[config.mk]
export PLATFORM = sky130hd
export DESIGN_NAME = hazard_unit
export DESIGN_NICKNAME = d
export VERILOG_FILES = /design/src/rtl/hazard_pkg.sv /design/src/rtl/mem_wait_fsm.sv /design/src/rtl/hazard_unit.sv
export SDC_FILE = /design/constraint.sdc
export NUM_CORES = 1
export LEC_CHECK = 0
export ABC_AREA = 1
export BUFFER_PORTS_ARGS = -buffer_cell sky130_fd_sc_hd__buf_2
export CORE_MARGIN = 2
export CORE_UTILIZATION = 53
export CTS_BUF_LIST = sky130_fd_sc_hd__clkbuf_8
export DETAILED_ROUTE_END_ITERATION = 8
export PLACE_DENSITY = 0.82
export SLEW_MARGIN = 20
export SYNTH_ARGS = -nofsm -noshare
export SYNTH_HDL_FRONTEND = slang
export SYNTH_SLANG_ARGS = --single-unit
[constraint.sdc]
create_clock -name clk -period 3.11 [get_ports clk]
set_clock_uncertainty 0.2 [all_clocks]
set_input_delay 0.622 -clock clk [delete_from_list [all_inputs] [get_ports clk]]
set_output_delay 0.622 -clock clk [all_outputs]
set_load 0.03 [all_outputs]
[src/rtl/hazard_pkg.sv]
// Shared types and helpers for the pipeline hazard unit.
package hazard_pkg;

    localparam int unsigned REGW = 5;

    typedef enum logic [1:0] {
        FWD_NONE = 2'b00,
        FWD_W    = 2'b01,
        FWD_M    = 2'b10
    } fwd_sel_t;

    typedef enum logic {
        IDLE = 1'b0,
        WAIT = 1'b1
    } mem_state_t;

    // Execute-stage operand bypass select; Memory stage wins over Writeback.
    function automatic fwd_sel_t fwd_select(
        input logic [REGW-1:0] src,
        input logic [REGW-1:0] dst_m,
        input logic            wr_m,
        input logic [REGW-1:0] dst_w,
        input logic            wr_w
    );
        fwd_sel_t sel;
        sel = FWD_NONE;
        if (src != '0 && wr_m && src == dst_m) begin
            sel = FWD_M;
        end else if (src != '0 && wr_w && src == dst_w) begin
            sel = FWD_W;
        end
        return sel;
    endfunction

endpackage

[src/rtl/mem_wait_fsm.sv]
// Data-memory wait-state handshake with timeout and sticky error flag.
module mem_wait_fsm
    import hazard_pkg::*;
#(
    parameter int unsigned TIMEOUT = 16
) (
    input  logic clk,
    input  logic reset,
    input  logic memaccM,
    input  logic dmem_ready,
    output logic dmem_req,
    output logic memstall,
    output logic mem_error
);

    localparam int unsigned WCW = $clog2(TIMEOUT + 1);

    mem_state_t     state;
    mem_state_t     state_next;
    logic [WCW-1:0] wcnt;
    logic [WCW-1:0] wcnt_next;
    logic           err_next;
    logic           req_raw;
    logic           stall_raw;

    // State, wait counter and sticky error registers.
    always_ff @(posedge clk) begin
        if (reset) begin
            state     <= IDLE;
            wcnt      <= '0;
            mem_error <= 1'b0;
        end else begin
            state     <= state_next;
            wcnt      <= wcnt_next;
            mem_error <= err_next;
        end
    end

    // Next-state and handshake outputs; a timed-out access is dropped.
    always_comb begin
        state_next = state;
        wcnt_next  = wcnt;
        err_next   = mem_error;
        req_raw    = 1'b0;
        stall_raw  = 1'b0;
        case (state)
            IDLE: begin
                if (memaccM) begin
                    req_raw   = 1'b1;
                    stall_raw = ~dmem_ready;
                    if (!dmem_ready) begin
                        state_next = WAIT;
                        wcnt_next  = WCW'(1);
                    end
                end
            end
            WAIT: begin
                req_raw = 1'b1;
                if (dmem_ready) begin
                    state_next = IDLE;
                end else if (wcnt == WCW'(TIMEOUT)) begin
                    err_next   = 1'b1;
                    state_next = IDLE;
                end else begin
                    stall_raw = 1'b1;
                    wcnt_next = wcnt + WCW'(1);
                end
            end
            default: begin
                state_next = IDLE;
            end
        endcase
    end

    assign dmem_req = req_raw & ~reset;
    assign memstall = stall_raw & ~reset;

endmodule

[src/rtl/hazard_unit.sv]
// Hazard detection, forwarding, stall/flush control and stall-cycle counter.
module hazard_unit
    import hazard_pkg::*;
#(
    parameter int unsigned TIMEOUT = 16,
    parameter int unsigned CNTW    = 32
) (
    input  logic            clk,
    input  logic            reset,
    input  logic [4:0]      rsD,
    input  logic [4:0]      rtD,
    input  logic [4:0]      rsE,
    input  logic [4:0]      rtE,
    input  logic [4:0]      writeregE,
    input  logic [4:0]      writeregM,
    input  logic [4:0]      writeregW,
    input  logic            regwriteE,
    input  logic            regwriteM,
    input  logic            regwriteW,
    input  logic            memtoregE,
    input  logic            memtoregM,
    input  logic            memwriteM,
    input  logic            branchD,
    input  logic            bneD,
    input  logic            jumpD,
    input  logic            pcsrcD,
    input  logic            dmem_ready,
    output logic            stallF,
    output logic            stallD,
    output logic            stallE,
    output logic            stallM,
    output logic            flushD,
    output logic            flushE,
    output logic            flushW,
    output logic            forwardAD,
    output logic            forwardBD,
    output logic [1:0]      forwardAE,
    output logic [1:0]      forwardBE,
    output logic            dmem_req,
    output logic            mem_error,
    output logic [CNTW-1:0] stall_count
);

    logic lwstall;
    logic branchstall;
    logic memstall;
    logic memaccM;
    logic front_stall;

    assign memaccM = memtoregM | memwriteM;

    mem_wait_fsm #(
        .TIMEOUT(TIMEOUT)
    ) u_fsm (
        .clk       (clk),
        .reset     (reset),
        .memaccM   (memaccM),
        .dmem_ready(dmem_ready),
        .dmem_req  (dmem_req),
        .memstall  (memstall),
        .mem_error (mem_error)
    );

    // Hazard detection, forwarding selects and stall/flush outputs.
    always_comb begin
        lwstall     = memtoregE & ((rtE == rsD) | (rtE == rtD));
        branchstall = (branchD | bneD) &
                      ((regwriteE & ((writeregE == rsD) | (writeregE == rtD))) |
                       (memtoregM & ((writeregM == rsD) | (writeregM == rtD))));
        front_stall = lwstall | branchstall | memstall;

        stallF    = front_stall & ~reset;
        stallD    = front_stall & ~reset;
        stallE    = memstall;
        stallM    = memstall;
        flushE    = (lwstall | branchstall) & ~memstall & ~reset;
        flushD    = (pcsrcD | jumpD) & ~front_stall & ~reset;
        flushW    = memstall;

        forwardAD = (rsD != '0) & regwriteM & (rsD == writeregM) & ~reset;
        forwardBD = (rtD != '0) & regwriteM & (rtD == writeregM) & ~reset;
        forwardAE = reset ? FWD_NONE : fwd_select(rsE, writeregM, regwriteM, writeregW, regwriteW);
        forwardBE = reset ? FWD_NONE : fwd_select(rtE, writeregM, regwriteM, writeregW, regwriteW);
    end

    // Saturating count of front-end stall cycles.
    always_ff @(posedge clk) begin
        if (reset) begin
            stall_count <= '0;
        end else if (stallF && stall_count != '1) begin
            stall_count <= stall_count + CNTW'(1);
        end
    end

endmodule

======== Word-level counts from Yosys, hierarchy flattened ========
Index checks and enable logic that the tools add are counted.
storage, ports and cells
  register bits after elaboration ......... 39
  input port bits ......................... 48
  logic and storage cells ................. 90
cells by class
  add/sub/neg operators ................... 2
  eq/ne operators ......................... 18
  mux-type cells .......................... 20
  bitwise gates (word level) .............. 31
  reduce and logical (&&, ||, !) cells .... 15
operator list
  operator                                        count
  == test 5 bit                                   12
  adder 32 x 1 -> 32 bit (second input constant)  1
  inequality test 32 bit (second input constant)  1
  2-to-1 mux 5 bit                                4
  nonzero test 5 bit                              4
  AND 1 bit                                       17
  one-hot mux 5 bit (2 select lines)              1
  logical AND 1 bit                               9
  OR 1 bit                                        9
  2-to-1 mux 1 bit                                8
  2-to-1 mux 2 bit                                4
  inequality test 2 bit (second input constant)   4
  one-hot mux 1 bit (2 select lines)              3
  adder 5 x 1 -> 5 bit (second input constant)    1
  == test 5 bit (second input constant)           1
  inverter 1 bit                                  5
  AND reduction 4 bit                             1
  AND reduction 3 bit                             1

======== Logic depth before layout (Yosys ltp) ========
  depth in word-level cells ............... 10
  gate-level depth with buffers ........... 15
  mapped depth without buffers ............ 14

======== Hierarchy ========
Synthesis repeated with hierarchy kept, for this count alone.
unflattened totals
  cell total of the unflattened synthesis .. 608
  area total of the unflattened synthesis .. 3487.1 um2
modules (own cells, without submodules)
  module        times used  cells an instance  area an instance (um2)
  hazard_unit   1           540                3044.2
  mem_wait_fsm  1           68                 442.9

======== Worst setup path after synthesis ========
Ideal clock, no wire load.
  kind .................................... input port to output port
  start ................................... input port rtE[0]
  end ..................................... output port flushE
  arrival time ............................ 2.066 ns
  setup slack ............................. 0.222 ns
  stages on the path ...................... 7
  buffers on the path ..................... 1
  cells stage by stage .................... clkbuf_2 > xor2_1 > nor3_1 > nand3_1 > nand2_1 > nand2_1 > a211oi_1
on the way
  longest elaborated chain between the ends .. 6
RTL lines
  item                        line               RTL
  from (decl)                 hazard_unit.sv:13  input logic [4:0] rtE,
  == test 5 bit               hazard_unit.sv:66  lwstall = memtoregE & ((rtE == rsD) | (rtE == rtD));
  OR 1 bit (*)                hazard_unit.sv:66
  AND 1 bit (*)               hazard_unit.sv:66
  OR 1 bit (*)                hazard_unit.sv:76  flushE = (lwstall | branchstall) & ~memstall & ~reset;
  AND 1 bit (*) (2 in a row)  hazard_unit.sv:76
  to (decl)                   hazard_unit.sv:33  output logic flushE,
Every way passes the cells marked *; elsewhere a longest branch is shown, timed or not.

======== Worst setup path in the final report ========
  start ................................... register u_fsm.wcnt[0]
  end ..................................... output port stallF
on the way
  longest elaborated chain between the ends .. 7
RTL lines
  item                                line                RTL
  from (decl)                         mem_wait_fsm.sv:20  logic [WCW-1:0] wcnt;
  from (signal assigned)              mem_wait_fsm.sv:34  wcnt <= wcnt_next;
  == test 5 bit                       mem_wait_fsm.sv:61  end else if (wcnt == WCW'(TIMEOUT)) begin
  2-to-1 mux 1 bit                    mem_wait_fsm.sv:61
  2-to-1 mux 1 bit                    mem_wait_fsm.sv:59  if (dmem_ready) begin
  one-hot mux 1 bit (2 select lines)  mem_wait_fsm.sv:46  case (state)
  AND 1 bit                           mem_wait_fsm.sv:76  assign memstall = stall_raw & ~reset;
  OR 1 bit                            hazard_unit.sv:70   front_stall = lwstall | branchstall | memstall;
  AND 1 bit                           hazard_unit.sv:72   stallF = front_stall & ~reset;
  to (decl)                           hazard_unit.sv:28   output logic stallF,
No other way between the ends.

==> metrics <==
status finished clean; Initial Util 53.9%; Post-Synthesis Cell Area 0.00315 mm^2; Syn-to-layout area delta 18.3%; num ports 95; core area 0.00585 mm^2; post-synth top area cell dfxtp_1; Final Hold Vio Count 0; fraction of registers with async set or reset after synthesis 0%; Setup TNS Final 0 ps; Post-Layout Cell Count 711; crit path launch type register; Post-synth EDFFs 0; worst-path cell chain inv_1, ha_1, nand4_1, nand2_1, nor2_4, nand2_1, nand3_4, nand2_1, inv_1, buf_2; antenna-violating nets left 0; fmax 350 MHz; Worst VDD drop 0.185 mV; ys flop type dfxtp_1; slowest cell delay on critical path 390 ps; Post-Syn Instances 547; Buffers on Ports 94; max cap viols 0; slowest CP cell dfxtp_1; Leak Pwr 1.99 nW; Skew-Pair Late Insertion Delay 300 ps; CTS clk-pin slew, worst paths 80 ps; CP top delay family simple AND/OR/NAND/NOR gates; DRT Wirelength 8120 um; clk root buf clkbuf_8; final setup violation count 0; Synth cell types 39; Die Y 81.1 um; critical setup path kind register to output port; CTS tree done; Worst Setup SP u_fsm.wcnt[0]; RR Endpoint stall_count[24]; initial antenna violation count 0; share of the synthesized area in the top cell type 24.8%; R2R Setup Slk 680 ps; HP Class register to register; final worst path period share 92.0%; final core utilization 63.8%; CP most frequent cell nand2_1; post-layout min period 2860 ps; slew of the pin with the lowest slew margin 409 ps; diodes inserted 0; Crit. path cell count 10; reg2reg start u_fsm.wcnt[0]; RSZ-0062 raised after global routing false; worst path arrival time 2040 ps; share of layout cells above drive strength 1 18.9%; Die X 81.1 um; Wirelength per Cell 11.4 um; Detail Placement HPWL 6480 um; Initial DRC Count 163; Worst EP required 2290 ps; CTS Buffer Depth 2; cell total after placement 703; Num CTS Buffers 5; Max Fanout on Critical Path 11; critical path capture point type output port; largest net degree at the start of global routing 45; Detailed Routing Iterations Pass 1 5; power per cell area 297 mW/mm^2; largest cells by area after synthesis dfxtp_1, nand2_1, nor2_1, inv_1, nand3_1; Via density 5.21; Congestion Overflow GR 0; DRC violations left 0; Slew HR 72.5%; CTS sink count 39; sequential fraction of the synthesis area 24.8%; htree depth 2; first-pass GRT wire length 13500 um; synthesized area per cell 5.77 um^2; vias post-DR 3704; Worst R2R Path Depth 12; DIE AREA 0.00658 mm^2; Layout Nets 686; Buf/Inv on CP 3; Worst setup endpoint stallF; Final Max Slew Viols 0; Syn. warnings 0; gpl congestion 0.957; Synthesized Nets 598; #FFs+latches synth 39; # rows 28; number of global-route vias before repair 3198; total track usage 25.6%
[metrics by stage]
step	instance area [um^2]	total power, mW	hold slack (ps)	worst slack, ps
6_report	3730	1.11	273	249
5_1_grt	3730	1.16	310	56.5
4_1_cts	3730	1.11	281	117
3_5_place_dp	3630	0.756	260	326
3_3_place_gp	3630	0.753	248	241
2_1_floorplan	3150	0.682	276	222
[state kept, by name, indices dropped and copies added (netlist names)]
register,count
u_fsm.mem_error,1
stall_count,32
u_fsm.wcnt,5
u_fsm.state,1
[worst reg2reg max path, cell delays in order (launching register included)]
cell     delay [ps]
dfxtp_1         390
inv_1            80
ha_1            210
nand4_1         110
nand2_1          90
nor2_4          190
nand2_1         160
nand3_4         180
buf_4           400
nand2_1         140
nand2_1          80
nand2_1          40
nor2_1           90
[timing repair]
item / CTS / global route
hold buffers: 0 / 0
buffers inserted: 0 / 0
resized for setup: 0 / 1
setup endpoints to repair: 0 / 2
[power by group]
| part | internal, mW | total (mW) | switching [mW] |
|---|---|---|---|
| combinational | 0.0835 | 0.239 | 0.155 |
| sequential | 0.504 | 0.509 | 0.00515 |
| clock | 0.160 | 0.360 | 0.200 |
| total | 0.748 | 1.11 | 0.360 |
[layer usage]
layer  GRT usage [%]  part of all wire, %
met4            10.2                  1.9
met5               0                    0
met2            44.8                   48
met3            3.89                  5.8
met1            31.4                   44
[placed cells by master (no fill, tap or decap), drive strengths merged, types with 8 or more instances in the layout]
| cell | netlist | layout |
|---|---|---|
| nor3 | 19 | 19 |
| a21oi | 19 | 19 |
| nand2 | 169 | 169 |
| inv | 86 | 87 |
| nor2 | 88 | 88 |
| nand4 | 19 | 19 |
| nand3 | 40 | 40 |
| dfxtp | 39 | 39 |
| xor2 | 8 | 8 |
| xnor2 | 12 | 12 |
| buf | 11 | 98 |
[layout make-up]
cell class	instances	area, um^2
Inverter	87	327
Multi-Input combinational cell	404	1940
Clock inverter	3	23.8
Clock buffer	5	68.8
Tap cell	75	93.8
Sequential cell	39	781
Fill cell	572	2120
Timing Repair Buffer	98	500
[cells in the mapped netlist (all sizes together) (2+ instances only)]
library cell / n
xnor2: 12
nor3: 19
a311oi: 2
nor4: 2
a21oi: 19
nand2: 169
nand4: 19
or2: 2
inv: 86
o22ai: 2
nand3: 40
ha: 3
o211ai: 2
clkbuf: 6
o21ai: 4
o2111ai: 3
xor2: 8
nor3b: 2
dfxtp: 39
a211oi: 2
nor2: 88
buf: 11
[logic make-up after synthesis]
logic type | after synthesis | synth area share [%]
buffers and inverters | 104 | 14.0
adders and majority gates | 3 | 1.19
DFF | 39 | 24.8
and+or+nand+nor | 343 | 47.0
AOI/OAI and AO/OA | 38 | 7.46
xor gates and xnor gates | 20 | 5.55
[how the worst min path moves through the flow]
stage	startpoint	end	slack (ps)	depth (start not counted)
after floorplan	u_fsm.wcnt[1]	u_fsm.wcnt[1]	280	2
after global placement	u_fsm.mem_error	u_fsm.mem_error	250	1
after detailed placement	u_fsm.mem_error	u_fsm.mem_error	260	1
after CTS	u_fsm.mem_error	u_fsm.mem_error	280	1
after global routing	u_fsm.mem_error	u_fsm.mem_error	310	1
final	u_fsm.mem_error	u_fsm.mem_error	270	1
(Power assumes the default switching activity.)
